--- config.mk ---
export PLATFORM = sky130hd
export DESIGN_NAME = mem_port_arbiter_flat
export DESIGN_NICKNAME = d
export VERILOG_FILES = /design/src/rtl/mem_port_arbiter_pkg.sv /design/src/rtl/mem_port_arbiter_if.sv /design/src/rtl/mem_arb_starve_ctr.sv /design/src/rtl/mem_port_arbiter.sv /design/src/flat_wrapper.sv
export SDC_FILE = /design/constraint.sdc
export NUM_CORES = 1
export LEC_CHECK = 0
export CAP_MARGIN = 20
export CORE_UTILIZATION = 42
export CTS_CLUSTER_DIAMETER = 150
export DETAILED_ROUTE_END_ITERATION = 16
export GPL_TIMING_DRIVEN = 0
export PLACE_DENSITY_LB_ADDON = 0.12
export SLEW_MARGIN = 0
export SYNTH_ARGS = -nofsm -noshare
export SYNTH_HDL_FRONTEND = slang
export SYNTH_SLANG_ARGS = --single-unit
--- constraint.sdc ---
create_clock -name clk -period 2.3 [get_ports clk]
set_clock_uncertainty 0.1 [all_clocks]
set_input_delay 0.575 -clock clk [delete_from_list [all_inputs] [get_ports clk]]
set_output_delay 0.575 -clock clk [all_outputs]
set_load 0.01 [all_outputs]
--- src/rtl/mem_port_arbiter_pkg.sv ---
// Shared types and helpers for the unified memory port arbiter.
package mem_arb_pkg;

  // Width of the latency and starvation counters.
  localparam int unsigned CNT_W = 4;

  // Owner encoding of a granted access.
  localparam logic OWNER_IF = 1'b0;
  localparam logic OWNER_DM = 1'b1;

  typedef enum logic [1:0] {
    StIdle   = 2'd0,
    StBusyIf = 2'd1,
    StBusyDm = 2'd2,
    StResp   = 2'd3
  } arb_state_e;

  // Result of one arbitration decision.
  typedef struct packed {
    logic grant;
    logic owner;
    logic inc;    // data port won while fetch was waiting
    logic clr;    // fetch won, starvation history is cleared
  } arb_pick_t;

  // Data port wins conflicts until fetch has been passed over at_limit times.
  function automatic arb_pick_t arb_pick(input logic if_m, input logic dm_m, input logic at_limit);
    arb_pick_t p;
    p = '0;
    if (if_m && dm_m) begin
      p.grant = 1'b1;
      if (at_limit) begin
        p.owner = OWNER_IF;
        p.clr   = 1'b1;
      end else begin
        p.owner = OWNER_DM;
        p.inc   = 1'b1;
      end
    end else if (dm_m) begin
      p.grant = 1'b1;
      p.owner = OWNER_DM;
    end else if (if_m) begin
      p.grant = 1'b1;
      p.owner = OWNER_IF;
      p.clr   = 1'b1;
    end
    return p;
  endfunction

endpackage

--- src/rtl/mem_port_arbiter_if.sv ---
// Requester and memory-side bus of the unified memory port arbiter.
// slave: arbiter side; master: the surrounding pipeline / memory / bench.
interface mem_port_arbiter_if #(
  parameter int unsigned ADDR_W = 32,
  parameter int unsigned DATA_W = 32
);
  logic              if_req_i;
  logic [ADDR_W-1:0] if_addr_i;
  logic [DATA_W-1:0] if_rdata_o;
  logic              if_ack_o;

  logic              dm_req_i;
  logic              dm_we_i;
  logic [ADDR_W-1:0] dm_addr_i;
  logic [DATA_W-1:0] dm_wdata_i;
  logic [DATA_W-1:0] dm_rdata_o;
  logic              dm_ack_o;

  logic              mem_en_o;
  logic              mem_we_o;
  logic [ADDR_W-1:0] mem_addr_o;
  logic [DATA_W-1:0] mem_wdata_o;
  logic [DATA_W-1:0] mem_rdata_i;

  logic              stall_o;

  modport slave (
    input  if_req_i, if_addr_i,
    output if_rdata_o, if_ack_o,
    input  dm_req_i, dm_we_i, dm_addr_i, dm_wdata_i,
    output dm_rdata_o, dm_ack_o,
    output mem_en_o, mem_we_o, mem_addr_o, mem_wdata_o,
    input  mem_rdata_i,
    output stall_o
  );

  modport master (
    output if_req_i, if_addr_i,
    input  if_rdata_o, if_ack_o,
    output dm_req_i, dm_we_i, dm_addr_i, dm_wdata_i,
    input  dm_rdata_o, dm_ack_o,
    input  mem_en_o, mem_we_o, mem_addr_o, mem_wdata_o,
    output mem_rdata_i,
    input  stall_o
  );
endinterface

--- src/rtl/mem_arb_starve_ctr.sv ---
// Counts consecutive data-port wins over a waiting fetch; at_limit_o forces fetch to win.
module mem_arb_starve_ctr
  import mem_arb_pkg::*;
#(
  parameter int unsigned STARVE_LIMIT = 4
) (
  input  logic clk_i,
  input  logic reset_i,
  input  logic inc_i,
  input  logic clr_i,
  output logic at_limit_o
);

  logic [CNT_W-1:0] cnt_q, cnt_d;

  assign at_limit_o = (cnt_q == CNT_W'(STARVE_LIMIT));

  // Clear wins over increment; never count past the limit.
  always_comb begin
    cnt_d = cnt_q;
    if (clr_i) begin
      cnt_d = '0;
    end else if (inc_i && !at_limit_o) begin
      cnt_d = cnt_q + CNT_W'(1);
    end
  end

  // Counter register with synchronous reset.
  always_ff @(posedge clk_i) begin
    if (reset_i) begin
      cnt_q <= '0;
    end else begin
      cnt_q <= cnt_d;
    end
  end

endmodule

--- src/rtl/mem_port_arbiter.sv ---
// Unified memory port arbiter: fetch and data ports share one single-port memory.
// One access in flight at a time; fixed read latency; one-cycle ack to the owner.
// Optional MEM_ARB_PERF_CNT_EN adds conflict_cnt_o (grants made while both ports wait).
module mem_port_arbiter
  import mem_arb_pkg::*;
#(
  parameter int unsigned ADDR_W       = 32,
  parameter int unsigned DATA_W       = 32,
  parameter int unsigned MEM_LATENCY  = 1,
  parameter int unsigned STARVE_LIMIT = 4
) (
  input  logic clk,
  input  logic reset,
  mem_port_arbiter_if.slave bus_io
`ifdef MEM_ARB_PERF_CNT_EN
  ,
  output logic [31:0] conflict_cnt_o
`endif
);

  if (MEM_LATENCY < 1 || MEM_LATENCY > 15) begin : g_bad_latency
    $error("MEM_LATENCY must be in 1..15");
  end
  if (STARVE_LIMIT < 1 || STARVE_LIMIT > 15) begin : g_bad_starve
    $error("STARVE_LIMIT must be in 1..15");
  end

  arb_state_e        state_q, state_d;
  logic [CNT_W-1:0]  lat_q, lat_d;
  logic              mem_en_q, mem_en_d;
  logic              we_q, we_d;
  logic [ADDR_W-1:0] addr_q, addr_d;
  logic [DATA_W-1:0] wdata_q, wdata_d;
  logic              if_ack_q, if_ack_d;
  logic              dm_ack_q, dm_ack_d;
  logic [DATA_W-1:0] if_rdata_q, if_rdata_d;
  logic [DATA_W-1:0] dm_rdata_q, dm_rdata_d;

  logic       if_m, dm_m;
  logic       starve_at_limit;
  logic       starve_inc, starve_clr;
  logic       arb_window;
  arb_pick_t  pick;

  // A port being acknowledged this cycle still shows its old request; mask it so
  // the completed access is not granted a second time.
  assign if_m = bus_io.if_req_i & ~if_ack_q;
  assign dm_m = bus_io.dm_req_i & ~dm_ack_q;

  assign arb_window = (state_q == StIdle) || (state_q == StResp);
  assign pick       = arb_pick(if_m, dm_m, starve_at_limit);

  assign bus_io.stall_o     = if_m | dm_m;
  assign bus_io.mem_en_o    = mem_en_q;
  assign bus_io.mem_we_o    = we_q;
  assign bus_io.mem_addr_o  = addr_q;
  assign bus_io.mem_wdata_o = wdata_q;
  assign bus_io.if_ack_o    = if_ack_q;
  assign bus_io.dm_ack_o    = dm_ack_q;
  assign bus_io.if_rdata_o  = if_rdata_q;
  assign bus_io.dm_rdata_o  = dm_rdata_q;

  mem_arb_starve_ctr #(
    .STARVE_LIMIT(STARVE_LIMIT)
  ) u_starve_ctr (
    .clk_i     (clk),
    .reset_i   (reset),
    .inc_i     (starve_inc),
    .clr_i     (starve_clr),
    .at_limit_o(starve_at_limit)
  );

  // Next-state: arbitrate in IDLE/RESP, count down the read latency in BUSY.
  always_comb begin
    state_d    = state_q;
    lat_d      = lat_q;
    mem_en_d   = 1'b0;
    we_d       = we_q;
    addr_d     = addr_q;
    wdata_d    = wdata_q;
    if_ack_d   = 1'b0;
    dm_ack_d   = 1'b0;
    if_rdata_d = if_rdata_q;
    dm_rdata_d = dm_rdata_q;
    starve_inc = 1'b0;
    starve_clr = 1'b0;

    unique case (state_q)
      StIdle, StResp: begin
        state_d = StIdle;
        if (pick.grant) begin
          mem_en_d   = 1'b1;
          starve_inc = pick.inc;
          starve_clr = pick.clr;
          if (pick.owner == OWNER_IF) begin
            state_d = StBusyIf;
            addr_d  = bus_io.if_addr_i;
            we_d    = 1'b0;
          end else begin
            state_d = StBusyDm;
            addr_d  = bus_io.dm_addr_i;
            we_d    = bus_io.dm_we_i;
            wdata_d = bus_io.dm_wdata_i;
          end
        end
      end

      StBusyIf, StBusyDm: begin
        if (mem_en_q) begin
          // Command cycle: start the latency countdown.
          lat_d = CNT_W'(MEM_LATENCY);
        end else begin
          lat_d = lat_q - CNT_W'(1);
          if (lat_q == CNT_W'(1)) begin
            // Read data is valid this cycle.
            state_d = StResp;
            if (state_q == StBusyIf) begin
              if_ack_d   = 1'b1;
              if_rdata_d = bus_io.mem_rdata_i;
            end else begin
              dm_ack_d = 1'b1;
              if (!we_q) begin
                dm_rdata_d = bus_io.mem_rdata_i;
              end
            end
          end
        end
      end

      default: state_d = StIdle;
    endcase
  end

  // State and output registers; reset abandons any access in flight.
  always_ff @(posedge clk) begin
    if (reset) begin
      state_q    <= StIdle;
      lat_q      <= '0;
      mem_en_q   <= 1'b0;
      we_q       <= 1'b0;
      addr_q     <= '0;
      wdata_q    <= '0;
      if_ack_q   <= 1'b0;
      dm_ack_q   <= 1'b0;
      if_rdata_q <= '0;
      dm_rdata_q <= '0;
    end else begin
      state_q    <= state_d;
      lat_q      <= lat_d;
      mem_en_q   <= mem_en_d;
      we_q       <= we_d;
      addr_q     <= addr_d;
      wdata_q    <= wdata_d;
      if_ack_q   <= if_ack_d;
      dm_ack_q   <= dm_ack_d;
      if_rdata_q <= if_rdata_d;
      dm_rdata_q <= dm_rdata_d;
    end
  end

`ifdef MEM_ARB_PERF_CNT_EN
  logic [31:0] conflict_cnt_q;
  logic        conflict_evt;

  assign conflict_evt   = arb_window & pick.grant & if_m & dm_m;
  assign conflict_cnt_o = conflict_cnt_q;

  // Counts grants made while both masked requests were pending; wraps naturally.
  always_ff @(posedge clk) begin
    if (reset) begin
      conflict_cnt_q <= '0;
    end else if (conflict_evt) begin
      conflict_cnt_q <= conflict_cnt_q + 32'd1;
    end
  end
`else
  logic unused_arb_window;
  assign unused_arb_window = arb_window;
`endif

endmodule

--- src/flat_wrapper.sv ---
// flat-port wrapper written by rule: the top's interface ports become plain ports
module mem_port_arbiter_flat import mem_arb_pkg::*;
#(
  parameter int unsigned ADDR_W       = 32,
  parameter int unsigned DATA_W       = 32,
  parameter int unsigned MEM_LATENCY  = 1,
  parameter int unsigned STARVE_LIMIT = 4
)
  (clk, reset, bus_io_if_req_i, bus_io_if_addr_i, bus_io_if_rdata_o, bus_io_if_ack_o, bus_io_dm_req_i, bus_io_dm_we_i, bus_io_dm_addr_i, bus_io_dm_wdata_i, bus_io_dm_rdata_o, bus_io_dm_ack_o, bus_io_mem_en_o, bus_io_mem_we_o, bus_io_mem_addr_o, bus_io_mem_wdata_o, bus_io_mem_rdata_i, bus_io_stall_o);
  mem_port_arbiter_if #(.ADDR_W(ADDR_W), .DATA_W(DATA_W)) bus_io_i ();
  input  logic clk;
  input  logic reset;
  input wire logic [$bits(bus_io_i.if_req_i)-1:0] bus_io_if_req_i;
  input wire logic [$bits(bus_io_i.if_addr_i)-1:0] bus_io_if_addr_i;
  output wire logic [$bits(bus_io_i.if_rdata_o)-1:0] bus_io_if_rdata_o;
  output wire logic [$bits(bus_io_i.if_ack_o)-1:0] bus_io_if_ack_o;
  input wire logic [$bits(bus_io_i.dm_req_i)-1:0] bus_io_dm_req_i;
  input wire logic [$bits(bus_io_i.dm_we_i)-1:0] bus_io_dm_we_i;
  input wire logic [$bits(bus_io_i.dm_addr_i)-1:0] bus_io_dm_addr_i;
  input wire logic [$bits(bus_io_i.dm_wdata_i)-1:0] bus_io_dm_wdata_i;
  output wire logic [$bits(bus_io_i.dm_rdata_o)-1:0] bus_io_dm_rdata_o;
  output wire logic [$bits(bus_io_i.dm_ack_o)-1:0] bus_io_dm_ack_o;
  output wire logic [$bits(bus_io_i.mem_en_o)-1:0] bus_io_mem_en_o;
  output wire logic [$bits(bus_io_i.mem_we_o)-1:0] bus_io_mem_we_o;
  output wire logic [$bits(bus_io_i.mem_addr_o)-1:0] bus_io_mem_addr_o;
  output wire logic [$bits(bus_io_i.mem_wdata_o)-1:0] bus_io_mem_wdata_o;
  input wire logic [$bits(bus_io_i.mem_rdata_i)-1:0] bus_io_mem_rdata_i;
  output wire logic [$bits(bus_io_i.stall_o)-1:0] bus_io_stall_o;
  assign bus_io_i.if_req_i = bus_io_if_req_i;
  assign bus_io_i.if_addr_i = bus_io_if_addr_i;
  assign bus_io_if_rdata_o = bus_io_i.if_rdata_o;
  assign bus_io_if_ack_o = bus_io_i.if_ack_o;
  assign bus_io_i.dm_req_i = bus_io_dm_req_i;
  assign bus_io_i.dm_we_i = bus_io_dm_we_i;
  assign bus_io_i.dm_addr_i = bus_io_dm_addr_i;
  assign bus_io_i.dm_wdata_i = bus_io_dm_wdata_i;
  assign bus_io_dm_rdata_o = bus_io_i.dm_rdata_o;
  assign bus_io_dm_ack_o = bus_io_i.dm_ack_o;
  assign bus_io_mem_en_o = bus_io_i.mem_en_o;
  assign bus_io_mem_we_o = bus_io_i.mem_we_o;
  assign bus_io_mem_addr_o = bus_io_i.mem_addr_o;
  assign bus_io_mem_wdata_o = bus_io_i.mem_wdata_o;
  assign bus_io_i.mem_rdata_i = bus_io_mem_rdata_i;
  assign bus_io_stall_o = bus_io_i.stall_o;
  mem_port_arbiter #(.ADDR_W(ADDR_W), .DATA_W(DATA_W), .MEM_LATENCY(MEM_LATENCY), .STARVE_LIMIT(STARVE_LIMIT)) u_core (.clk(clk), .reset(reset), .bus_io(bus_io_i));
endmodule
==> results of run 1 <==
-- repair_timing --
| action | 4_1_cts | 5_1_grt |
|---|---|---|
| setup buffers | 0 | 4 |
| endpoints found under the setup margin | 64 | 65 |
| resized for setup | 7 | 7 |
| hold buffers | 0 | 0 |
| pin swaps | 0 | 2 |
-- worst min path at each step --
stage / from / endpoint / slack (ns) / cells after the start
finish: u_core.bus_io.mem_wdata_o[24] / u_core.bus_io.mem_wdata_o[24] / 0.35 / 2
CTS: u_core.bus_io.if_rdata_o[21] / u_core.bus_io.if_rdata_o[21] / 0.36 / 2
global route: u_core.bus_io.if_rdata_o[3] / u_core.bus_io.if_rdata_o[3] / 0.37 / 2
floorplan: u_core.u_starve_ctr.cnt_q[0] / u_core.u_starve_ctr.cnt_q[0] / 0.37 / 2
global placement: u_core.bus_io.if_rdata_o[30] / u_core.bus_io.if_rdata_o[30] / 0.34 / 2
detailed placement: u_core.bus_io.if_rdata_o[5] / u_core.bus_io.if_rdata_o[5] / 0.35 / 2
-- logic make-up (layout without fill, tap and decap cells) --
group                      after synthesis  in the layout
adders and majority gates                6              6
buffers and inverters                  128            428
AOI/OAI and AO/OA                      119            119
DFF                                    142            142
and+or+nand+nor                        226            226
muxes                                   64             64
-- Yosys cell counts (2+ instances only) --
cell type,n
a211oi_1,5
a21oi_1,37
a222oi_1,31
a32o_1,3
and3b_1,2
buf_12,3
buf_2,6
buf_6,3
clkbuf_1,44
dfxtp_1,142
ha_1,6
inv_1,71
mux2i_1,64
nand2_1,162
nand2b_1,3
nand3_1,33
nand3b_1,2
nand4_1,2
nor2_1,4
nor2b_1,5
nor3_1,4
nor4_1,2
o21ai_0,26
o21ai_1,9
o31ai_1,3
-- flip-flops by register name (all words and copies together) (netlist names) --
name                       flops
u_core.bus_io.if_rdata_o      32
u_core.bus_io.mem_wdata_o     32
u_core.bus_io.if_ack_o         1
u_core.lat_q                   4
u_core.bus_io.dm_rdata_o      32
u_core.u_starve_ctr.cnt_q      4
u_core.state_q                 2
u_core.bus_io.dm_ack_o         1
u_core.bus_io.mem_en_o         1
u_core.bus_io.mem_we_o         1
u_core.bus_io.mem_addr_o      32
-- cell type report --
type	count	area share, %
multi-input combinational	415	26.65
buffer	57	3.176
sequential	142	29.94
clock buffer	23	5.351
clock inverter	9	1.621
timing repair buffer	268	28.14
tap	176	2.319
inverter	71	2.807
-- power groups by stage --
stage / clock network [mW] / logic, mW / registers (mW)
after global placement: 0 / 3.45 / 3.33
after detailed placement: 0 / 3.45 / 3.34
after CTS: 3.05 / 3.49 / 3.30
final: 3.02 / 3.53 / 3.30
after global routing: 3.18 / 3.79 / 3.37
after floorplan: 0 / 1.52 / 3.55
-- metrics by stage --
step	hold WS, ns	instances	total power [mW]
after CTS	0.3570	1157	9.840
after floorplan	0.3666	685	5.073
after detailed placement	0.3460	1125	6.785
after global placement	0.3412	1125	6.777
after global routing	0.3718	1161	10.34
final	0.3539	1161	9.848
-- metal layers --
metal,wire length [um],part of all wire (%),vias to the layer above
met5,0,0,-
met4,276,1.5,0
met3,1681,9.0,20
met2,9117,49,205
met1,7542,41,2770
li1,-,-,2894
-- placed cells by master (no fill, tap or decap), types with 4 or more instances in the layout --
cell,n
clkdlybuf4s50_1,263
nand2_1,162
dfxtp_1,142
inv_1,71
mux2i_1,64
clkbuf_1,40
a21oi_1,36
nand3_1,33
a222oi_1,31
o21ai_0,26
clkbuf_16,17
o21ai_1,9
buf_2,6
ha_1,6
clkbuf_8,6
a211oi_1,5
nor2b_1,4
clkbuf_2,4
nor3_1,4
nor2_1,4
bufinv_16,4
buf_4,4
-- worst max-delay path: cells and delay by family --
kind | cells | cell delay, ns
AND/OR/NAND/NOR | 2 | 0.22
buffers and inverters | 2 | 0.79
==> metrics.yaml, run 1 <==
dp_slack_ns: -0.5581
fp.dieH_um: 120.6
grt_pass1_vias: 5608
grt.total_usage_pct: 25.76
top_usage_layer: "met2"
synthArstFlopShare_pct: 0
cp_max_fo: 7
dieWidth_um: 120.6
synth_top_area_cell: "dfxtp_1"
crit_end: "bus_io_stall_o"
grt_pass1_wl_mm: 28.99
cts_root_buf: "clkbuf_16"
synthMuxAreaShare_pct: 10.84
drc_errors: 0
yosysTopAreaCellShare_pct: 48.09
synth-xor-area-share_pct: 0
synth-simple-area-share_pct: 16.77
io_buffers: 264
p_int_mw: 6.750
max_slew.worst_pin.slew_ns: 0.7414
grt_use_met2_pct: 43.21
ir_worst_vdd_uv: 892.4
drt-initial-drc-count: 429
avgSynthCellArea_um2: 8.629
status: "finished clean"
setup-tns-final_ns: 0
critPathKind: "in2out"
cp_data_required_time_ns: 1.62
overflow: 0
ys_seq_area_share_pct: 48.09
synth_edf_count: 0
reg2reg_setup_slack_ns: 0.18
dp_hpwl_mm: 13.31
synth_area_mm2: 0.005911
clk_pin_slew_worst_paths_ns: 0.06
layout.area.seq_mm2: 0.002843
num_antenna_cells: 0
finalMaxSlewViolations: 0
grtUsageMet3_pct: 10.66
setup_ws_ns: 0.02291
fillers: 1078
yosys_warnings: 0
cts_tree: "done"
cts-buffers-inserted: 17
core_area_mm2: 0.01351
stdcell_area_mm2: 0.009494
io-pin-count: 266
yosys-top-cells-area: "dfxtp_1 48%, mux2i_1 11%, nand2_1 10%, a222oi_1 5.2%, inv_1 4.5%"
fin_crit_sh_pct: 99.00
crit_chain: "clkdlybuf4s50_1 -> nand2b_2 -> nand2_1 -> dlygate4sd2_1"
crit_start: "bus_io_dm_req_i"
combPwrFrac_pct: 35.8
switching_share_pct: 31.46
syn2layout_area_growth_pct: 60.63
hold_viol_final: 0
grt_max_degree: 17
power_density_mw_per_mm2: 1037
seq_power_share_pct: 33.5
power_leakage_nw: 3.704
p_switching_mw: 3.098
first_pass_iters: 7
cts_max_level: 4
clock_latency_ns: 0.42
synthesis.nets: 824
cpPeakStageDelay_ns: 0.52
fin_nets: 1111
syn_inst: 685
clock-sinks: 142
min_period_ns: 2.277
vias: 5889
synthFlopType: "dfxtp_1"
clockPowerShare_pct: 30.7
cp-start-kind: "primary input"
detail-route-antenna-nets: 0
totalWireLength_mm: 18.62
place_area_mm2: 0.008773
post_drt_wl_per_cell_um: 16.04
worst_setup_path_end_kind: "primary output"
synth_compound_area_share_pct: 13.57
drive_above_1_share_pct: 6.091
critPathArrivalTime_ns: 1.60
max_cap_viol_count: 0
vias_per_cell: 5.072
worstRegToRegCells: 7
antenna_found_initial: 0
setup-violations-final: 0
multi_input_area_mm2: 0.002530
gr-usage-met1_pct: 29.61
synthDistinctLibCells: 38
r2r-start: "u_core.state_q[0]"
max_slew_margin_pct: 50.44
timing.rr.end: "u_core.u_starve_ctr.cnt_q[3]"
gp_congestion: 0.7844
initial_utilization_pct: 43.77
dieArea_mm2: 0.01455
clock.fmax_mhz: 439.2
synth_top_family_by_area: "simple AND/OR/NAND/NOR gates"
clk_path_buf_depth: 2
synth_seq_cells: 142
num_rows: 42
synth_fa_ha_area_share_pct: 1.270
critPathSlowestCell: "clkdlybuf4s50_1"
hp-class: "reg2reg"
rsz0062_at_grt: "true"
utilization_pct: 70.30
Note: power is estimated with default switching activity, not from simulation.
==> run 2: changes to the inputs <==
--- a/config.mk
+++ b/config.mk
@@ -5,6 +5,7 @@
 export SDC_FILE = /design/constraint.sdc
 export NUM_CORES = 1
 export LEC_CHECK = 0
+export ABC_AREA = 1
 export CAP_MARGIN = 20
 export CORE_UTILIZATION = 42
 export CTS_CLUSTER_DIAMETER = 150
==> metrics.yaml, run 2 <==
detail-route-antenna-nets: 0
crit_top_cell: "nand2_1"
hold_viol_final: 0
core_area_mm2: 0.01388
synthFlopType: "dfxtp_1"
grt_pass1_vias: 5792
yosysTopAreaCellShare_pct: 47.58
cp-start-kind: "primary input"
dieWidth_um: 121.3
syn_inst: 816
io-pin-count: 266
cp_data_required_time_ns: 1.62
cts-buffers-inserted: 17
first_pass_iters: 5
yosys-top-cells-area: "dfxtp_1 48%, nor2_1 13%, o21ai_0 7.9%, a21oi_1 6.3%, nand2_1 5.8%"
synth_edf_count: 0
critPathSlowestCell: "clkdlybuf4s50_1"
critPathArrivalTime_ns: 1.51
drc_errors: 0
max_slew_margin_pct: 64.15
layout.area.seq_mm2: 0.002843
max_cap_viol_count: 0
synth_top_area_cell: "dfxtp_1"
finalPower_mw: 9.966
power_leakage_nw: 3.883
min_period_ns: 2.181
worst_setup_path_end_kind: "primary output"
io_buffers: 265
grt_pass1_wl_mm: 28.68
place_area_mm2: 0.008852
clock-sinks: 142
crit_chain: "clkdlybuf4s50_1 -> nand2_1 -> nand2_1 -> dlygate4sd2_1"
yosys_warnings: 0
num_antenna_cells: 0
cp_max_fo: 2
ctsHoldBuffers: 0
dp_hpwl_mm: 13.53
cpPeakStageDelay_ns: 0.48
fp.dieH_um: 121.3
critPathKind: "in2out"
status: "finished clean"
layout_common_cells: "264 x clkdlybuf4s50_1, 203 x nor2_1, 142 x dfxtp_1, 94 x o21ai_0, 92 x nand2_1"
drive_above_1_share_pct: 6.828
ys_seq_area_share_pct: 47.58
mostFrequentLayoutCell: "clkdlybuf4s50_1"
max_slew.worst_pin.slew_ns: 0.5378
multi_input_area_mm2: 0.002576
fillers: 1242
synth_area_mm2: 0.005974
power_density_mw_per_mm2: 1050
clock.fmax_mhz: 458.5
vias_per_cell: 4.856
post_drt_wl_per_cell_um: 14.05
finalMaxSlewViolations: 0
clock_latency_ns: 0.42
totalWireLength_mm: 18.17
grt_max_degree: 17
initial_utilization_pct: 43.04
fin_nets: 1239
hold_slack_ns: 0.3582
cts_max_level: 4
avgSynthCellArea_um2: 7.322
hp-class: "reg2reg"
synthArstFlopShare_pct: 0
num_rows: 43
synth_seq_cells: 142
vias: 6279
gp_congestion: 0.8348
clk_path_buf_depth: 2
rsz0062_at_grt: "false"
setup-violations-final: 0
ir_worst_vdd_uv: 489.6
fin_crit_sh_pct: 94.82
setup-tns-final_ns: 0
overflow: 0
synth_common_cells: "203 x nor2_1, 142 x dfxtp_1, 94 x o21ai_0"
synthesis.nets: 955
dieArea_mm2: 0.01471
syn2layout_area_growth_pct: 58.93
synthDistinctLibCells: 24
grt.total_usage_pct: 24.94
antenna_found_initial: 0
drt-initial-drc-count: 295
clk_pin_slew_worst_paths_ns: 0.06
stdcell_area_mm2: 0.009495
cts_root_buf: "clkbuf_16"
cts_tree: "done"
yosysMostFrequentCell: "nor2_1"
## run 2: routing by layer
layer,up-vias,track usage (%),wire (um)
met5,-,0,0
met4,0,8.642,321
met3,27,7.848,1469
met2,233,40.79,8427
met1,2786,30.82,7952
li1,3233,-,-
## run 2: kinds of logic (layout without fill, tap and decap cells)
kind of cell,count (synthesis),count (layout),synth area share [%]
AO/OA/AOI/OAI,174,174,14.64
adder cells (fa/ha/maj),6,6,1.257
buffers and inverters,114,411,9.298
flip-flops,142,142,47.58
AND/OR/NAND/NOR,380,380,27.23
## run 2: path summary, 6_finish.rpt
check	start	end	slack, ns	cells after the start
hold / removal	u_core.bus_io.mem_wdata_o[10]	u_core.bus_io.mem_wdata_o[10]	0.36	2
setup reg to reg	u_core.state_q[0]	u_core.bus_io.if_rdata_o[12]	0.36	10
hold reg to reg	u_core.bus_io.mem_wdata_o[10]	u_core.bus_io.mem_wdata_o[10]	0.36	2
setup / recovery	bus_io_dm_req_i	bus_io_stall_o	0.12	4
## run 2: power by group
part / leakage (nW) / total [mW] / switching, mW / internal (mW)
logic: 2.41 / 3.66 / 1.93 / 1.73
registers: 1.16 / 3.29 / 0.291 / 3.00
clock network: 0.311 / 3.01 / 1.09 / 1.93
total: 3.88 / 9.97 / 3.31 / 6.66
## run 2: area by class of cell
cell class	instances	area share, %
repair buffers	265	27.92
plain buffers	60	3.716
inverters	54	2.135
multi-input cells	560	27.13
clock buffers	18	4.520
clock inverters	14	2.266
flip-flops and latches	142	29.94
well taps	180	2.372
## run 2: critical path: cells and delay by family
family	cells	cell delay, ns
buf+inv	2	0.77
simple gates	2	0.16
## run 2: what timing repair did
item / in CTS / in global routing
setup buffers: 0 / 0
resized for setup: 1 / 0
setup endpoints to repair: 1 / 0
## run 2: metrics by stage
step / worst slack [ns] / util [%] / std cells
after floorplan: 0.5871 / - / 816
final: 0.1191 / 68.41 / 1293
after CTS: 0.1130 / 68.41 / 1293
after global placement: -0.1515 / 63.77 / 1261
after global routing: 0.05025 / 68.41 / 1293
after detailed placement: -0.1613 / 63.77 / 1261
==> run 3: changes to the inputs <==
--- a/config.mk
+++ b/config.mk
@@ -5,8 +5,8 @@
 export SDC_FILE = /design/constraint.sdc
 export NUM_CORES = 1
 export LEC_CHECK = 0
-export ABC_AREA = 1
 export CAP_MARGIN = 20
+export CORE_MARGIN = 10
 export CORE_UTILIZATION = 42
 export CTS_CLUSTER_DIAMETER = 150
 export DETAILED_ROUTE_END_ITERATION = 16
==> metrics.yaml, run 3 (synthesized netlist as in run 1, its figures left out) <==
fin_nets: 1109
dp.cells: 1129
cts_max_level: 4
cp_data_required_time_ns: 1.62
status: "finished clean"
max_slew_margin_pct: 53.25
power_leakage_nw: 3.652
place_area_mm2: 0.008778
max_cap_viol_count: 0
drt-initial-drc-count: 352
min_period_ns: 2.246
fillers: 1174
totalWireLength_mm: 20.16
gp_congestion: 0.8242
initial_utilization_pct: 42.75
drive_above_1_share_pct: 5.697
vias_per_cell: 5.052
fin_crit_sh_pct: 97.66
first_pass_iters: 5
hold_viol_final: 0
fp.dieH_um: 138.6
core_area_mm2: 0.01383
layout.area.seq_mm2: 0.002843
num_rows: 43
drc_errors: 0
critPathArrivalTime_ns: 1.57
detail-route-antenna-nets: 0
syn2layout_area_growth_pct: 59.02
cp_max_fo: 7
vias: 5875
hold_slack_ns: 0.3539
num_antenna_cells: 0
antenna_found_initial: 0
post_drt_wl_per_cell_um: 17.33
dieWidth_um: 138.6
fin_cells: 1163
ctsHoldBuffers: 0
grt_pass1_wl_mm: 31.64
finalMaxSlewViolations: 0
multi_input_area_mm2: 0.002530
cts_tree: "done"
overflow: 0
clk_path_buf_depth: 2
worst_setup_path_end_kind: "primary output"
power_density_mw_per_mm2: 1012
clk_pin_slew_worst_paths_ns: 0.06
stdcell_area_mm2: 0.009399
dp_hpwl_mm: 15.47
grt_pass1_vias: 5858
max_slew.worst_pin.slew_ns: 0.6994
hp-class: "reg2reg"
ir_worst_vdd_uv: 591.2
clock.fmax_mhz: 445.2
cts-buffers-inserted: 17
clock_latency_ns: 0.42
layout_common_cells: "263 x clkdlybuf4s50_1, 162 x nand2_1, 142 x dfxtp_1, 71 x inv_1, 64 x mux2i_1"
clock-sinks: 142
grt_max_degree: 17
io_buffers: 264
critPathKind: "in2out"
mostFrequentLayoutCell: "clkdlybuf4s50_1"
reg2reg_setup_slack_ns: 0.17
utilization_pct: 67.98
grt.total_usage_pct: 20.19
cp-start-kind: "primary input"
cts_root_buf: "clkbuf_16"
setup-violations-final: 0
dieArea_mm2: 0.01922
io-pin-count: 266
run 3: where the power goes:
part | switching, mW | leakage (nW) | internal, mW
sequential | 0.284 | 1.16 | 3.01
clock | 1.07 | 0.277 | 1.60
combinational | 1.80 | 2.21 | 1.75
run 3: stage by stage:
step                      setup WS (ns)  power (mW)  setup TNS, ns
after global routing          -0.003586       10.05      -0.007319
after CTS                       0.04508       9.559              0
after global placement          -0.5178       6.846         -27.02
after floorplan                  0.3907       5.073              0
final                           0.05383       9.508              0
after detailed placement        -0.5010       6.859         -28.53
run 3: worst max-delay path: stages:
cell and delay, ns:
clkdlybuf4s50_1 0.50, nand2b_2 0.13, nand2_1 0.09, clkdlybuf4s15_1 0.27
run 3: cell type report:
| class | instances | share of cell area (%) |
|---|---|---|
| well taps | 180 | 2.396 |
| flip-flops and latches | 142 | 30.24 |
| inverters | 71 | 2.835 |
| clock inverters | 13 | 1.518 |
| plain buffers | 57 | 3.208 |
| clock buffers | 19 | 4.606 |
| multi-input cells | 415 | 26.92 |
| repair buffers | 266 | 28.27 |
run 3: layer usage:
metal / vias to the layer above / track usage (%) / routed length, um
met2: 215 / 33.79 / 9899
li1: 2899 / - / -
met3: 25 / 9.829 / 2035
met5: - / 0 / 0
met1: 2736 / 22.00 / 7841
met4: 0 / 6.425 / 384
run 3: worst paths after layout:
kind,endpoint,startpoint,depth (start not counted)
min reg2reg,u_core.bus_io.if_rdata_o[31],u_core.bus_io.if_rdata_o[31],2
max reg2reg,u_core.bus_io.mem_addr_o[25],u_core.u_starve_ctr.cnt_q[0],6
max,bus_io_stall_o,bus_io_dm_req_i,4
min,u_core.bus_io.if_rdata_o[31],u_core.bus_io.if_rdata_o[31],2
run 3: repair_timing:
item                       CTS  global route
pin swaps                    0             1
setup buffers                0             2
gates resized for setup      8             6
setup endpoints to repair   32            35
